**src/rtl/alu_pipe_pkg.sv**
```systemverilog
// alu_pipe_pkg: opcode encodings and CMP result bit positions shared by the ALU pipeline.
// Latency: n/a (constants and a helper function only).
// Backpressure: n/a.
//
// Used by alu_pipe (top) and alu_pipe_core (datapath) via import alu_pipe_pkg::*.
package alu_pipe_pkg;

  localparam logic [2:0] OP_ADD_RCA = 3'b000;
  localparam logic [2:0] OP_ADD_CLA = 3'b001;
  localparam logic [2:0] OP_ADD_CSA = 3'b010;
  localparam logic [2:0] OP_SUB     = 3'b011;
  localparam logic [2:0] OP_INC     = 3'b100;
  localparam logic [2:0] OP_DEC     = 3'b101;
  localparam logic [2:0] OP_CMP     = 3'b110;
  localparam logic [2:0] OP_PASS    = 3'b111;

  // Bit positions inside y for a CMP result; all other bits are zero.
  localparam int CMP_EQ_BIT = 0;
  localparam int CMP_GT_BIT = 1;
  localparam int CMP_LT_BIT = 2;

  // Ops whose carry-in may come from the stored carry and whose carry-out updates it.
  function automatic logic is_addsub(input logic [2:0] op);
    return (op == OP_ADD_RCA) || (op == OP_ADD_CLA) ||
           (op == OP_ADD_CSA) || (op == OP_SUB);
  endfunction

endpackage

```
**src/rtl/alu_pipe_core.sv**
```systemverilog
// alu_pipe_core: combinational ALU datapath (three adder structures + result/flag formation).
// Latency: 0 cycles, purely combinational.
// Backpressure: none; the enclosing pipeline decides when the result is captured.
//
// Ports: a, b (WIDTH operands), op (3-bit opcode), cin (carry-in for ADD*/SUB)
//        -> y (WIDTH result), cout, zero, neg, ovf.
// Also holds the adder building blocks alu_pipe_rca, alu_pipe_cla, alu_pipe_csa.

// Ripple-carry adder: one full adder per bit, carry walked LSB to MSB.
module alu_pipe_rca #(
  parameter int WIDTH = 8
) (
  input  logic [WIDTH-1:0] a,
  input  logic [WIDTH-1:0] b,
  input  logic             cin,
  output logic [WIDTH-1:0] s,
  output logic             cout
);
  logic carry;

  always_comb begin
    carry = cin;
    s     = '0;
    for (int i = 0; i < WIDTH; i++) begin
      s[i]  = a[i] ^ b[i] ^ carry;
      carry = (a[i] & b[i]) | (carry & (a[i] ^ b[i]));
    end
  end

  assign cout = carry;
endmodule

// Carry-lookahead adder: every carry is the flattened sum-of-products of
// generate/propagate terms, so no carry depends on a neighbouring carry.
module alu_pipe_cla #(
  parameter int WIDTH = 8
) (
  input  logic [WIDTH-1:0] a,
  input  logic [WIDTH-1:0] b,
  input  logic             cin,
  output logic [WIDTH-1:0] s,
  output logic             cout
);
  logic [WIDTH-1:0] g;
  logic [WIDTH-1:0] p;
  logic [WIDTH:0]   c;
  logic             carry_acc;
  logic             prop_acc;

  assign g = a & b;
  assign p = a ^ b;

  always_comb begin
    c         = '0;
    carry_acc = 1'b0;
    prop_acc  = 1'b0;
    c[0]      = cin;
    for (int i = 0; i < WIDTH; i++) begin
      // c[i+1] = g[i] | p[i]g[i-1] | p[i]p[i-1]g[i-2] | ... | p[i..0]cin
      carry_acc = g[i];
      prop_acc  = p[i];
      for (int j = i - 1; j >= 0; j--) begin
        carry_acc = carry_acc | (prop_acc & g[j]);
        prop_acc  = prop_acc & p[j];
      end
      c[i+1] = carry_acc | (prop_acc & cin);
    end
  end

  assign s    = p ^ c[WIDTH-1:0];
  assign cout = c[WIDTH];
endmodule

// Carry-select adder: upper half computed for both carry-in values in
// parallel with the lower half, then picked by the lower half's carry.
module alu_pipe_csa #(
  parameter int WIDTH = 8
) (
  input  logic [WIDTH-1:0] a,
  input  logic [WIDTH-1:0] b,
  input  logic             cin,
  output logic [WIDTH-1:0] s,
  output logic             cout
);
  localparam int LO = WIDTH / 2;
  localparam int HI = WIDTH - LO;

  logic [LO-1:0] s_lo;
  logic [HI-1:0] s_hi0;
  logic [HI-1:0] s_hi1;
  logic          c_lo;
  logic          c_hi0;
  logic          c_hi1;

  alu_pipe_rca #(.WIDTH(LO)) u_lo (
    .a(a[LO-1:0]), .b(b[LO-1:0]), .cin(cin), .s(s_lo), .cout(c_lo)
  );
  alu_pipe_rca #(.WIDTH(HI)) u_hi0 (
    .a(a[WIDTH-1:LO]), .b(b[WIDTH-1:LO]), .cin(1'b0), .s(s_hi0), .cout(c_hi0)
  );
  alu_pipe_rca #(.WIDTH(HI)) u_hi1 (
    .a(a[WIDTH-1:LO]), .b(b[WIDTH-1:LO]), .cin(1'b1), .s(s_hi1), .cout(c_hi1)
  );

  assign s    = {(c_lo ? s_hi1 : s_hi0), s_lo};
  assign cout = c_lo ? c_hi1 : c_hi0;
endmodule

module alu_pipe_core
  import alu_pipe_pkg::*;
#(
  parameter int WIDTH = 8
) (
  input  logic [WIDTH-1:0] a,
  input  logic [WIDTH-1:0] b,
  input  logic [2:0]       op,
  input  logic             cin,
  output logic [WIDTH-1:0] y,
  output logic             cout,
  output logic             zero,
  output logic             neg,
  output logic             ovf
);
  logic [WIDTH-1:0] opb;      // second adder operand after op-specific transform
  logic             acin;     // adder carry-in after op-specific selection
  logic [WIDTH-1:0] s_rca, s_cla, s_csa, sum;
  logic             c_rca, c_cla, c_csa, carry;
  logic             add_ovf;
  logic [WIDTH-1:0] flag_src; // value zero/neg are derived from (d for CMP, y otherwise)

  // Every op is folded onto a single a + opb + acin addition.
  always_comb begin
    opb  = '0;
    acin = 1'b0;
    case (op)
      OP_ADD_RCA, OP_ADD_CLA, OP_ADD_CSA: begin opb = b;  acin = cin;  end
      OP_SUB:                             begin opb = ~b; acin = cin;  end
      OP_CMP:                             begin opb = ~b; acin = 1'b1; end
      OP_INC:                             begin opb = '0; acin = 1'b1; end
      OP_DEC:                             begin opb = '1; acin = 1'b0; end
      default:                            begin opb = '0; acin = 1'b0; end
    endcase
  end

  alu_pipe_rca #(.WIDTH(WIDTH)) u_rca (.a(a), .b(opb), .cin(acin), .s(s_rca), .cout(c_rca));
  alu_pipe_cla #(.WIDTH(WIDTH)) u_cla (.a(a), .b(opb), .cin(acin), .s(s_cla), .cout(c_cla));
  alu_pipe_csa #(.WIDTH(WIDTH)) u_csa (.a(a), .b(opb), .cin(acin), .s(s_csa), .cout(c_csa));

  // Non-ADD ops go through the ripple adder; the structures are interchangeable.
  always_comb begin
    case (op)
      OP_ADD_CLA: begin sum = s_cla; carry = c_cla; end
      OP_ADD_CSA: begin sum = s_csa; carry = c_csa; end
      default:    begin sum = s_rca; carry = c_rca; end
    endcase
  end

  // Signed overflow: operands share a sign that the sum does not.
  assign add_ovf = (a[WIDTH-1] == opb[WIDTH-1]) && (sum[WIDTH-1] != a[WIDTH-1]);

  always_comb begin
    y        = sum;
    cout     = carry;
    ovf      = add_ovf;
    flag_src = sum;
    case (op)
      OP_CMP: begin
        y             = '0;
        y[CMP_EQ_BIT] = (sum == '0);
        y[CMP_GT_BIT] = carry && (sum != '0);
        y[CMP_LT_BIT] = !carry;
      end
      OP_PASS: begin
        y        = a;
        cout     = 1'b0;
        ovf      = 1'b0;
        flag_src = a;
      end
      default: ;
    endcase
  end

  assign zero = (flag_src == '0);
  assign neg  = flag_src[WIDTH-1];
endmodule

```
**src/rtl/alu_pipe.sv**
```systemverilog
// alu_pipe: two-stage pipelined ALU (operand register, then compute + result register).
// Latency: result valid two cycles after the op is presented; 1 op/cycle throughput.
// Backpressure: valid/ready both sides; stalled results held stable, in_ready drops only when both stages are full.
//
// Ports: clk, rst (sync, active-high); in_valid/in_ready, a, b, op, chain (input side);
//        out_valid/out_ready, y, cout, zero, neg, ovf (output side).
// Build option: define ALU_PIPE_CHAIN_EN to add the stored-carry register that chain selects
// as carry-in for ADD*/SUB; without it chain is ignored.
module alu_pipe
  import alu_pipe_pkg::*;
#(
  parameter int WIDTH = 8
) (
  input  logic             clk,
  input  logic             rst,
  input  logic             in_valid,
  output logic             in_ready,
  input  logic [WIDTH-1:0] a,
  input  logic [WIDTH-1:0] b,
  input  logic [2:0]       op,
  input  logic             chain,
  output logic             out_valid,
  input  logic             out_ready,
  output logic [WIDTH-1:0] y,
  output logic             cout,
  output logic             zero,
  output logic             neg,
  output logic             ovf
);
  logic             s1_valid;
  logic [WIDTH-1:0] s1_a;
  logic [WIDTH-1:0] s1_b;
  logic [2:0]       s1_op;
  logic             s2_adv;    // output stage can take a new value this cycle
  logic             core_cin;
  logic [WIDTH-1:0] core_y;
  logic             core_cout, core_zero, core_neg, core_ovf;

  assign s2_adv   = !out_valid || out_ready;
  // Equivalent to !(s1_valid && out_valid && !out_ready), forced low during reset.
  assign in_ready = !rst && (!s1_valid || s2_adv);

`ifdef ALU_PIPE_CHAIN_EN
  logic s1_chain;
  logic cflag;

  always_comb begin
    if (s1_chain && is_addsub(s1_op)) core_cin = cflag;
    else                              core_cin = (s1_op == OP_SUB);
  end

  // Updated when the op is computed (s1 -> s2), so a chained op right behind
  // its partner already sees the fresh carry.
  always_ff @(posedge clk) begin
    if (rst) begin
      cflag <= 1'b0;
    end else if (s1_valid && s2_adv && is_addsub(s1_op)) begin
      cflag <= core_cout;
    end
  end

  always_ff @(posedge clk) begin
    if (in_valid && in_ready) s1_chain <= chain;
  end
`else
  logic chain_unused;
  assign chain_unused = chain;
  assign core_cin     = (s1_op == OP_SUB);
`endif

  alu_pipe_core #(.WIDTH(WIDTH)) u_core (
    .a    (s1_a),
    .b    (s1_b),
    .op   (s1_op),
    .cin  (core_cin),
    .y    (core_y),
    .cout (core_cout),
    .zero (core_zero),
    .neg  (core_neg),
    .ovf  (core_ovf)
  );

  // Operand datapath needs no reset; s1_valid qualifies it.
  always_ff @(posedge clk) begin
    if (in_valid && in_ready) begin
      s1_a  <= a;
      s1_b  <= b;
      s1_op <= op;
    end
  end

  always_ff @(posedge clk) begin
    if (rst) begin
      s1_valid  <= 1'b0;
      out_valid <= 1'b0;
      y         <= '0;
      cout      <= 1'b0;
      zero      <= 1'b0;
      neg       <= 1'b0;
      ovf       <= 1'b0;
    end else begin
      if (in_ready) s1_valid <= in_valid;
      if (s2_adv) begin
        out_valid <= s1_valid;
        if (s1_valid) begin
          y    <= core_y;
          cout <= core_cout;
          zero <= core_zero;
          neg  <= core_neg;
          ovf  <= core_ovf;
        end
      end
    end
  end
endmodule

```
**config.mk**
```make
export PLATFORM = sky130hd
export DESIGN_NAME = alu_pipe
export DESIGN_NICKNAME = d
export VERILOG_FILES = /design/src/rtl/alu_pipe_pkg.sv /design/src/rtl/alu_pipe_core.sv /design/src/rtl/alu_pipe.sv
export SDC_FILE = /design/constraint.sdc
export NUM_CORES = 1
export LEC_CHECK = 0
export CORE_ASPECT_RATIO = 1.1
export CORE_MARGIN = 2
export CORE_UTILIZATION = 35
export DETAILED_ROUTE_END_ITERATION = 16
export REMOVE_ABC_BUFFERS = 1
export SLEW_MARGIN = 20
export SYNTH_ARGS = -nofsm -noshare
export SYNTH_HDL_FRONTEND = slang
export SYNTH_HIERARCHICAL = 1
export SYNTH_SLANG_ARGS = --single-unit
export TNS_END_PERCENT = 1
```
**constraint.sdc**
```tcl
create_clock -name clk -period 5.2 [get_ports clk]
set_input_delay 1.04 -clock clk [delete_from_list [all_inputs] [get_ports clk]]
set_output_delay 1.04 -clock clk [all_outputs]
set_load 0.02 [all_outputs]
```
# Word-level counts from Yosys, hierarchy flattened
# Index checks and enable logic that the tools add are counted.
dict set report op_classes {
  n_eq_ne 9
  n_mux 10
  n_bitwise 164
  n_reduce_logical 18
}
# op count
set op_table {}
lappend op_table {{AND 1 bit} 86}
lappend op_table {{OR 1 bit} 51}
lappend op_table {{one-hot mux 8 bit (2 select lines)} 2}
lappend op_table {{one-hot mux 8 bit (3 select lines)} 1}
lappend op_table {{bitwise XOR 1 bit} 22}
lappend op_table {{logical NOT 8 bit} 2}
lappend op_table {{bitwise XOR 8 bit} 2}
lappend op_table {{equality test 3 bit, second input constant} 4}
lappend op_table {{AND 8 bit} 1}
lappend op_table {{2-to-1 mux 8 bit} 1}
lappend op_table {{inverter 8 bit} 1}
lappend op_table {{nonzero test 8 bit} 1}
lappend op_table {{equality test 3 x 2 -> 1 bit, second input constant} 2}
lappend op_table {{OR reduction 3 bit} 2}
lappend op_table {{logical AND 1 bit} 4}
lappend op_table {{logical NOT 1 bit} 4}
lappend op_table {{2-to-1 mux 1 bit} 4}
lappend op_table {{2-to-1 mux 4 bit} 1}
lappend op_table {{equality test 3 x 1 -> 1 bit, second input constant} 1}
lappend op_table {{logical NOT 3 bit} 1}
lappend op_table {{logical OR 1 bit} 2}
lappend op_table {{one-hot mux 1 bit (2 select lines)} 1}
lappend op_table {{AND reduction 2 bit} 1}
lappend op_table {{OR reduction 2 bit} 1}
lappend op_table {{3 further kinds} 3}
dict set report word_totals {
  regBits 33
  inputBits 24
  out_inout_bits 14
  wordCells 211
}

# Logic depth before layout (Yosys ltp)
# Gate-level depths: netlist of run 1.
dict set report depth {
  ltp_word 23
  ltp_mapped 24
  depth_no_buf 22
}

# Cells and area by module
# The synthesis of run 1 kept the hierarchy.
# mod instances cells_per_inst area_each_um2 seq_area_each_um2
set modules_own_cells {}
lappend modules_own_cells {alu_pipe 1 84 1223.7 850.8}
lappend modules_own_cells {alu_pipe_core 1 124 813.3 0.0}
lappend modules_own_cells {{alu_pipe_rca at u_core.u_csa.u_hi0 ...} 3 14 117.6 0.0}
lappend modules_own_cells {alu_pipe_cla 1 41 332.8 0.0}
lappend modules_own_cells {{alu_pipe_rca at u_core.u_rca} 1 18 197.7 0.0}
lappend modules_own_cells {alu_pipe_csa 1 7 63.8 0.0}

# Least setup slack after synthesis of run 1
# Ideal clock, no wire load.
dict set report synth_path {
  path_type {reg2reg}
  startpoint {reg s1_op[2]}
  endpoint {reg ovf}
  setup_ns 0.072
  t_arrival_ns 5.055
  t_required_ns 5.128
  slack_ns 0.074
  stages_incl_launch_ff 24
  path_buffers 3
  synth_period_minus_slack_ns 5.126
  cell_sequence {edfxtp_1 -> buf_2 -> clkbuf_1 -> clkbuf_1 -> nand2_1 -> o21ai_0 -> fa_1 -> inv_1 -> fa_1 -> inv_1 -> fa_1 -> fa_1 -> fa_1 -> fa_1 -> fa_1 -> inv_1 -> fa_1 -> inv_1 -> o21ai_1 -> and2_4 -> or3_1 -> a21oi_1 -> nand2b_1 -> mux2i_1}
}
dict set report synth_via {
  elab_chain_len 23
  word_cells_on_any_way 83
  cone_classes {eq/ne: 9; mux: 5; bitwise: 64; reduce/logical: 5}
}
# item line
set synth_lines {}
lappend synth_lines {{from (decl)} alu_pipe.sv:33} ;# logic [2:0] s1_op;
lappend synth_lines {{from (signal assigned)} alu_pipe.sv:88} ;# s1_op <= op;
lappend synth_lines {{equality test 3 x 1 -> 1 bit (tied with other cells)} alu_pipe_core.sv:135} ;# case (op)
lappend synth_lines {{OR reduction 3 bit or OR reduction 2 bit (tied branches)} n/a}
lappend synth_lines {{one-hot mux 8 bit (3 select lines) *} alu_pipe_core.sv:135}
lappend synth_lines {{via u_core.opb[0]} alu_pipe_core.sv:124} ;# logic [WIDTH-1:0] opb;
lappend synth_lines {{bitwise XOR 1 bit} alu_pipe_core.sv:26} ;# carry = (a[i] & b[i]) | (carry & (a[i] ^ b[i]));
lappend synth_lines {{AND 1 bit} alu_pipe_core.sv:26}
lappend synth_lines {{OR 1 bit *} alu_pipe_core.sv:26}
lappend synth_lines {{AND 1 bit *} alu_pipe_core.sv:26}
lappend synth_lines {{[... 10 more ...]} n/a}
lappend synth_lines {{OR 1 bit *} alu_pipe_core.sv:26}
lappend synth_lines {{bitwise XOR 1 bit *} alu_pipe_core.sv:25} ;# s[i] = a[i] ^ b[i] ^ carry;
lappend synth_lines {{via u_core.s_rca[7]} alu_pipe_core.sv:126} ;# logic [WIDTH-1:0] s_rca, s_cla, s_csa, sum;
lappend synth_lines {{one-hot mux 8 bit (2 select lines) *} alu_pipe_core.sv:151} ;# case (op)
lappend synth_lines {{inequality test 1 bit *} alu_pipe_core.sv:159} ;# assign add_ovf = (a[WIDTH-1] == opb[WIDTH-1]) && (sum[WIDTH-1] != a[WIDTH-1]);
lappend synth_lines {{logical AND 1 bit *} alu_pipe_core.sv:159}
lappend synth_lines {{2-to-1 mux 1 bit *} alu_pipe_core.sv:166} ;# case (op)
lappend synth_lines {{via core_ovf} alu_pipe.sv:37} ;# logic core_cout, core_zero, core_neg, core_ovf;
lappend synth_lines {{to (signal assigned)} alu_pipe.sv:110} ;# ovf <= core_ovf;
lappend synth_lines {{to (decl)} alu_pipe.sv:28} ;# output logic ovf
# The timed path passes the listed nets; every way through them passes the cells marked *.
# A chain may end at the register's enable or synchronous reset.

# Worst setup path after layout of run 1
dict set report layout_path {
  startpoint {reg s1_op[0]}
  endpoint {reg ovf}
}
dict set report layout_via {
  word_cells_on_any_way 83
  cone_classes {eq/ne: 9; mux: 5; bitwise: 64; reduce/logical: 5}
}
# item line
set layout_rtl {}
lappend layout_rtl {{equality test 3 x 2 -> 1 bit} alu_pipe.sv:68} ;# assign core_cin = (s1_op == OP_SUB);
lappend layout_rtl {{via core_cin} alu_pipe.sv:35} ;# logic core_cin;
lappend layout_rtl {{OR reduction 3 bit (no source line)} n/a}
lappend layout_rtl {{2-to-1 mux 1 bit} n/a}
lappend layout_rtl {{via u_core.acin} alu_pipe_core.sv:125} ;# logic acin;
lappend layout_rtl {{AND 1 bit} alu_pipe_core.sv:26}
lappend layout_rtl {{OR 1 bit} alu_pipe_core.sv:26}
lappend layout_rtl {{AND 1 bit} alu_pipe_core.sv:26}
lappend layout_rtl {{[... 10 more ...]} n/a}
lappend layout_rtl {{OR 1 bit} alu_pipe_core.sv:26}
lappend layout_rtl {{bitwise XOR 1 bit} alu_pipe_core.sv:25}
lappend layout_rtl {{via u_core.s_rca[7]} alu_pipe_core.sv:126}
lappend layout_rtl {{one-hot mux 8 bit (2 select lines)} alu_pipe_core.sv:151}
lappend layout_rtl {{inequality test 1 bit} alu_pipe_core.sv:159}
lappend layout_rtl {{logical AND 1 bit} alu_pipe_core.sv:159}
lappend layout_rtl {{2-to-1 mux 1 bit} alu_pipe_core.sv:166}
lappend layout_rtl {{via core_ovf} alu_pipe.sv:37}
# The timed path passes the listed nets, and every way through them passes these cells.

==> results of run 1 <==
[what timing repair did]
action                     CTS  global route
hold buffers                 0             0
resized for setup            0             7
setup buffers                0             4
setup endpoints to repair    0             5
[per-stage QoR]
stage / utilization / total power (W)
2_1_floorplan: - / 0.000486
5_1_grt: 0.436 / 0.000876
6_report: 0.436 / 0.000817
3_5_place_dp: 0.415 / 0.000567
4_1_cts: 0.430 / 0.000824
3_3_place_gp: 0.415 / 0.000561
[layer usage]
metal	GRT usage	vias up	wire (um)
li1	-	1143	-
met1	0.179	1092	2680
met2	0.256	37	3100
met3	0.0217	4	170
met4	0.0356	0	49
met5	0	-	0
[placed cells by master (no fill, tap or decap), types with 9 or more instances in the layout]
master,n
nand3b_1,16
nand2b_1,25
fa_1,18
buf_4,15
nor2_1,11
ha_1,9
o21ai_0,26
a21oi_1,9
clkdlybuf4s50_1,36
nand2_1,11
xor2_1,9
edfxtp_1,19
dfxtp_1,14
inv_1,47
mux2i_1,13
[cells in the mapped netlist (8+ instances only)]
master	count	share of area
nor2_1	11	0.014
dfxtp_1	14	0.094
nand3b_1	16	0.040
xor2_1	9	0.026
nand2_1	11	0.014
ha_1	9	0.038
mux2i_1	13	0.044
inv_1	47	0.059
edfxtp_1	19	0.19
o21ai_0	27	0.045
fa_1	21	0.14
nand3_1	8	0.013
a21oi_1	10	0.017
nand2b_1	25	0.052
a21o_1	8	0.020
[registers in the layout (all words and copies together), names as in the netlist]
| name | count |
|---|---|
| s1_b | 8 |
| ovf | 1 |
| y | 8 |
| s1_a | 8 |
| neg | 1 |
| zero | 1 |
| cout | 1 |
| s1_op | 3 |
| out_valid | 1 |
| s1_valid | 1 |
[cells by family after synthesis]
logic type                 count (synthesis)
and+or+nand+nor                           91
AOI/OAI and AO/OA                         63
buffers and inverters                     63
DFF                                       33
adders and majority gates                 30
muxes                                     19
xor gates and xnor gates                  15
other                                      2
[worst min-delay path by stage]
stage / from / end / cells after the start
after global placement: zero / zero / 2
after floorplan: s1_valid / out_valid / 2
after CTS: y[6] / y[6] / 2
after global routing: y[6] / y[6] / 2
after detailed placement: y[2] / y[2] / 2
final: y[5] / y[5] / 2
[cell type report]
type,instances,area [um2],share of cell area
multi-input combinational,220,1860,0.513
sequential,33,851,0.235
timing repair buffer,51,473,0.130
clock buffer,7,119,0.0328
tap,111,139,0.0383
inverter,48,180,0.0497
clock inverter,1,5.00,0.00138
[power by group through the flow]
stage               clock network, W  registers, W  logic, W
finish                      0.000254      0.000304  0.000260
floorplan                          0      0.000319  0.000167
global placement                   0      0.000310  0.000251
global route                0.000272      0.000306  0.000298
detailed placement                 0      0.000310  0.000257
CTS                         0.000262      0.000304  0.000258
[worst min-delay path: stages (launching register included)]
cell and delay [ns]:
dfxtp_1 0.32, nand2b_1 0.06, mux2i_1 0.05
==> results.py, run 1 <==
metrics = {
    "yosys": {
        "ys_ff_latch": 33,
        "synth_simple_gate_area_frac": 0.186,
        "synthArstFlopShare": 0,
        "muxShareOfSynthArea": 0.0662,
        "synthesis.instances": 316,
        "synth_ff_type": "edfxtp_1",
        "synth.avg_cell_area_um2": 9.44,
        "synth_edf_count": 19,
        "syn_area_mm2": 0.00298,
        "synth_xor_xnor_area_share": 0.0465,
        "synth_adder_area_share": 0.179,
        "synthDistinctLibCells": 54,
        "ys_warn_count": 6,
        "synth_top_family_by_area": "simple AND/OR/NAND/NOR gates",
        "synth_compound_area_frac": 0.136,
        "ys_seq_area_frac": 0.285,
    },
    "critical_path": {
        "path_cells": "buf_4 > nand2_1 > nor2_1 > mux2_4 > fa_1 > inv_1 > fa_1 > inv_1 > fa_1 > fa_2 > fa_2 > fa_2 > fa_1 > inv_1 > fa_1 > inv_1 > o21ai_1 > and2_4 > or3_1 > a21oi_2 > nand2b_1 > mux2i_1",
        "arrival_ns": 5.12,
        "crit_type": "reg -> reg",
        "crit_required_ns": 5.42,
        "r2r_slack_ns": 0.29,
        "crit_buf_inv": 5,
        "critPathTopFamily": "adder cells",
        "cp-startpoint": "s1_op[0]",
        "r2r-start": "s1_op[0]",
        "path_common_cell": "fa_1",
        "worstReg2RegEnd": "ovf",
        "rr_worst_depth": 22,
        "critical-path-max-stage-delay_ns": 0.43,
        "endpoint_kind": "flop",
        "critPathMaxFanout": 5,
        "startpoint_type": "flop",
        "worst-path-stages": 22,
        "cp-endpoint": "ovf",
        "crit_path_top_delay_cell": "edfxtp_1",
    },
    "power_and_ir_drop": {
        "leakage_nw": 1.49,
        "clkPwrFrac": 0.311,
        "p_sw_w": 0.000246,
        "p_int_w": 0.000571,
        "peakVddDrop_mv": 0.161,
        "power.density_mw_per_mm2": 225,
        "comb_power_share": 0.318,
        "p_sw_frac": 0.301,
        "pwr-share-seq": 0.371,
    },
    "floorplanning": {
        "die_w_um": 92.0,
        "initial_core_util": 0.359,
        "coreArea_mm2": 0.00832,
        "io_pins": 38,
        "fp.dieArea_mm2": 0.00928,
        "die_y_um": 101,
        "rows": 35,
    },
    "cts": {
        "cts_max_level": 2,
        "cts_buffers": 5,
        "cts_root_buffer": "clkbuf_8",
        "cts_tree": "yes",
        "clk_pin_slew_ns": 0.07,
        "insertion_delay_ns": 0.28,
        "clock-sinks": 33,
        "cts_max_path_buffers": 2,
    },
    "route": {
        "drc": 0,
        "vias_per_cell": 4.83,
        "drt_wl_total_um": 6000,
        "via_count": 2276,
        "first_pass_iters": 4,
        "drtIter0Drc": 72,
        "routedWlPerCell_um": 12.7,
        "antenna_left": 0,
    },
    "final_layout": {
        "drive_gt1_frac": 0.133,
        "final_cells": 471,
        "syn2layout_area_growth_pct": 21.6,
        "finalInstanceArea_mm2": 0.00363,
        "fillers": 850,
        "diodes": 0,
        "nets": 413,
    },
    "global_route": {
        "antenna_found_initial": 0,
        "grt_pass1_wl_um": 10600,
        "grt_max_degree": 29,
        "track_usage": 0.142,
        "grt_pass1_vias": 2281,
        "grt.overflow.total": 0,
    },
    "sta": {
        "tightest_slew_ns": 1.01,
        "slew_violations": 0,
        "post-route-period-util": 0.944,
        "relSlewSlack": 0.317,
        "rsz0062_at_grt": "no",
        "max_freq_mhz": 204,
        "finalCriticalPeriod_ns": 4.91,
        "fin_skew_ns": 0.00209,
        "tns_ns": 0,
        "layout_setup_ws_ns": 0.291,
        "setup_viol": 0,
        "hold_viol": 0,
        "hold_ws_ns": 0.478,
    },
    "status": {
        "status": "finished, final reports clean",
    },
    "placement": {
        "dp.cells": 459,
        "dp_slack_ns": 0.105,
        "dpl_cell_area_mm2": 0.00345,
        "io_buffers": 36,
        "dp_hpwl_um": 4710,
        "finalWeightedCongestion": 0.840,
    },
    "hold_path": {
        "worstHoldPathType": "reg -> reg",
    },
    "job": {
        "maxCapViolations": 0,
    },
}
(Power assumes the default switching activity.)
==> run 2: changes to the inputs <==
--- a/config.mk
+++ b/config.mk
@@ -5,10 +5,13 @@
 export SDC_FILE = /design/constraint.sdc
 export NUM_CORES = 1
 export LEC_CHECK = 0
+export ABC_AREA = 0
 export CORE_ASPECT_RATIO = 1.1
 export CORE_MARGIN = 2
 export CORE_UTILIZATION = 35
+export CTS_CLUSTER_DIAMETER = 60
 export DETAILED_ROUTE_END_ITERATION = 16
+export GPL_ROUTABILITY_DRIVEN = 0
 export REMOVE_ABC_BUFFERS = 1
 export SLEW_MARGIN = 20
 export SYNTH_ARGS = -nofsm -noshare
==> results of run 2 <==
No change in the layout: final DEF, timing and power equal those of run 1.
==> run 3: changes to the inputs <==
--- a/config.mk
+++ b/config.mk
@@ -16,6 +16,5 @@
 export SLEW_MARGIN = 20
 export SYNTH_ARGS = -nofsm -noshare
 export SYNTH_HDL_FRONTEND = slang
-export SYNTH_HIERARCHICAL = 1
 export SYNTH_SLANG_ARGS = --single-unit
 export TNS_END_PERCENT = 1
==> results.py, run 3 <==
metrics = {
    "yosys": {
        "synthesis.instances": 261,
        "syn_area_mm2": 0.00237,
        "yosysTopAreaCellShare": 0.241,
        "synthArstFlopShare": 0,
        "muxShareOfSynthArea": 0.0169,
        "synth_edf_count": 19,
        "synth_compound_area_frac": 0.215,
        "synth_xor_xnor_area_share": 0.0444,
        "synthTopCellsByArea": "edfxtp_1 24%, dfxtp_1 12%, fa_1 6.8%",
        "ys_ff_latch": 33,
        "synth_ff_type": "edfxtp_1",
        "synthDistinctLibCells": 51,
        "synth_adder_area_share": 0.115,
        "ys_seq_area_frac": 0.359,
        "synthTopCellsByCount": "24 x nor2_1, 22 x o21ai_0, 19 x edfxtp_1",
        "yosysTopAreaCell": "edfxtp_1",
        "synth_top_family_by_area": "compound AO/OA/AOI/OAI gates",
        "ys_warn_count": 0,
        "synth_simple_gate_area_frac": 0.193,
        "post-synth-top-count-cell": "nor2_1",
        "synth.avg_cell_area_um2": 9.07,
    },
    "sta": {
        "tns_ns": 0,
        "relSlewSlack": 0.443,
        "fin_skew_ns": 0.0130,
        "tightest_slew_ns": 0.835,
        "hold_ws_ns": 0.490,
        "setup_viol": 0,
        "post-route-period-util": 0.953,
        "hold_viol": 0,
        "finalCriticalPeriod_ns": 4.96,
        "slew_violations": 0,
        "max_freq_mhz": 202,
    },
    "hold_path": {
        "worstHoldPathType": "reg -> reg",
    },
    "job": {
        "maxCapViolations": 0,
    },
    "cts": {
        "clock-sinks": 33,
        "clk_pin_slew_ns": 0.08,
        "ctsHoldBuffers": 0,
        "insertion_delay_ns": 0.30,
        "cts_max_level": 2,
        "cts_tree": "yes",
        "cts_buffers": 5,
        "cts_max_path_buffers": 2,
        "cts_root_buffer": "clkbuf_8",
    },
    "route": {
        "routedWlPerCell_um": 14.2,
        "drc": 0,
        "vias_per_cell": 5.17,
        "drtIter0Drc": 133,
        "via_count": 1969,
        "drt_wl_total_um": 5400,
        "antenna_left": 0,
        "first_pass_iters": 4,
    },
    "floorplanning": {
        "coreArea_mm2": 0.00656,
        "die_y_um": 90.3,
        "die_w_um": 82.4,
        "fp.dieArea_mm2": 0.00744,
        "rows": 31,
        "initial_core_util": 0.361,
        "io_pins": 38,
    },
    "status": {
        "status": "finished, final reports clean",
    },
    "final_layout": {
        "diodes": 0,
        "final_common_cell": "clkdlybuf4s50_1",
        "syn2layout_area_growth_pct": 25.4,
        "drive_gt1_frac": 0.104,
        "reg.largest.list": "s1_a: 8 flops, s1_b: 8 flops, y: 8 flops",
        "most-common-layout-cells": "36 x clkdlybuf4s50_1, 24 x nor2_1, 22 x o21ai_0",
        "nets": 339,
    },
    "critical_path": {
        "rr_worst_depth": 21,
        "crit_type": "reg -> reg",
        "arrival_ns": 5.18,
        "r2r_slack_ns": 0.24,
        "cp-endpoint": "zero",
        "worstReg2RegEnd": "zero",
        "endpoint_kind": "flop",
        "cp-startpoint": "s1_op[0]",
        "crit_required_ns": 5.43,
        "critPathMaxFanout": 4,
        "startpoint_type": "flop",
        "r2r-start": "s1_op[0]",
    },
    "global_route": {
        "track_usage": 0.159,
        "antenna_found_initial": 0,
        "grt_pass1_vias": 1906,
        "grt_max_degree": 20,
        "grt_pass1_wl_um": 9070,
        "grt.overflow.total": 0,
    },
    "power_and_ir_drop": {
        "power.density_mw_per_mm2": 252,
        "peakVddDrop_mv": 0.162,
        "leakage_nw": 1.14,
    },
    "placement": {
        "io_buffers": 36,
        "dp_hpwl_um": 4180,
    },
}
## run 3: metal layers
metal,vias to the layer above,global-route usage,routed length (um)
met4,0,0.0653,116
met5,-,0,0
li1,1007,-,-
met3,12,0.0340,204
met2,46,0.246,2650
met1,904,0.214,2430
## run 3: how the worst min path moves through the flow
stage / startpoint / end / slack (ns) / cells after the start
after global placement: ovf / ovf / 0.47 / 2
after global routing: y[3] / y[3] / 0.51 / 2
after CTS: y[3] / y[3] / 0.50 / 2
after detailed placement: y[3] / y[3] / 0.48 / 2
after floorplan: s1_valid / out_valid / 0.49 / 2
final: ovf / ovf / 0.49 / 2
## run 3: cells by family (layout without fill, tap and decap cells)
| kind of cell | count (synthesis) | in the layout |
|---|---|---|
| and+or+nand+nor | 87 | 87 |
| muxes | 4 | 4 |
| xor gates and xnor gates | 12 | 12 |
| adders and majority gates | 17 | 17 |
| buffers and inverters | 32 | 70 |
| AOI/OAI and AO/OA | 76 | 76 |
| DFF | 33 | 33 |
## run 3: timing repair
| item | 4_1_cts | 5_1_grt |
|---|---|---|
| setup buffers | 0 | 1 |
| setup endpoints to repair | 0 | 5 |
| hold endpoints to repair | 0 | 0 |
| resized for setup | 0 | 5 |
## run 3: layout make-up
| cell class | count | area [um2] |
|---|---|---|
| repair buffers | 47 | 443 |
| fillers | 641 | 3590 |
| clock buffers | 8 | 111 |
| flip-flops and latches | 33 | 851 |
| multi-input cells | 196 | 1410 |
| well taps | 82 | 103 |
| inverters | 15 | 56.3 |
## run 3: report_power, final
group          internal, W  total [W]  switching [W]
sequential        0.000291   0.000302      0.0000109
clock             0.000137   0.000236      0.0000991
combinational    0.0000960   0.000212       0.000116
total             0.000524   0.000750       0.000226
## run 3: stage by stage
stage               setup slack, ns  cell area, um2  instances  total power, W   util
floorplan                   -0.0394            2290        244        0.000440      -
global placement              0.127            2830        372        0.000512  0.432
detailed placement           0.0751            2830        372        0.000514  0.432
CTS                          0.0455            2940        380        0.000752  0.449
global route                -0.0186            2970        381        0.000795  0.453
finish                        0.244            2970        381        0.000750  0.453
## run 3: worst max-delay path: stages, from the launching register on
cell and delay (ns):
edfxtp_1 0.43, nand2b_1 0.13, o21ai_0 0.09, nand2_1 0.07, o21a_1 0.17, fa_1 0.18, inv_1 0.05, fa_1 0.36
inv_1 0.08, fa_1 0.16, inv_1 0.05, fa_2 0.36, fa_1 0.36, o21ai_0 0.08, o31ai_1 0.12, fa_2 0.37
fa_2 0.38, fa_1 0.45, or3_1 0.35, o21a_1 0.16, or3_4 0.40, o22ai_2 0.09
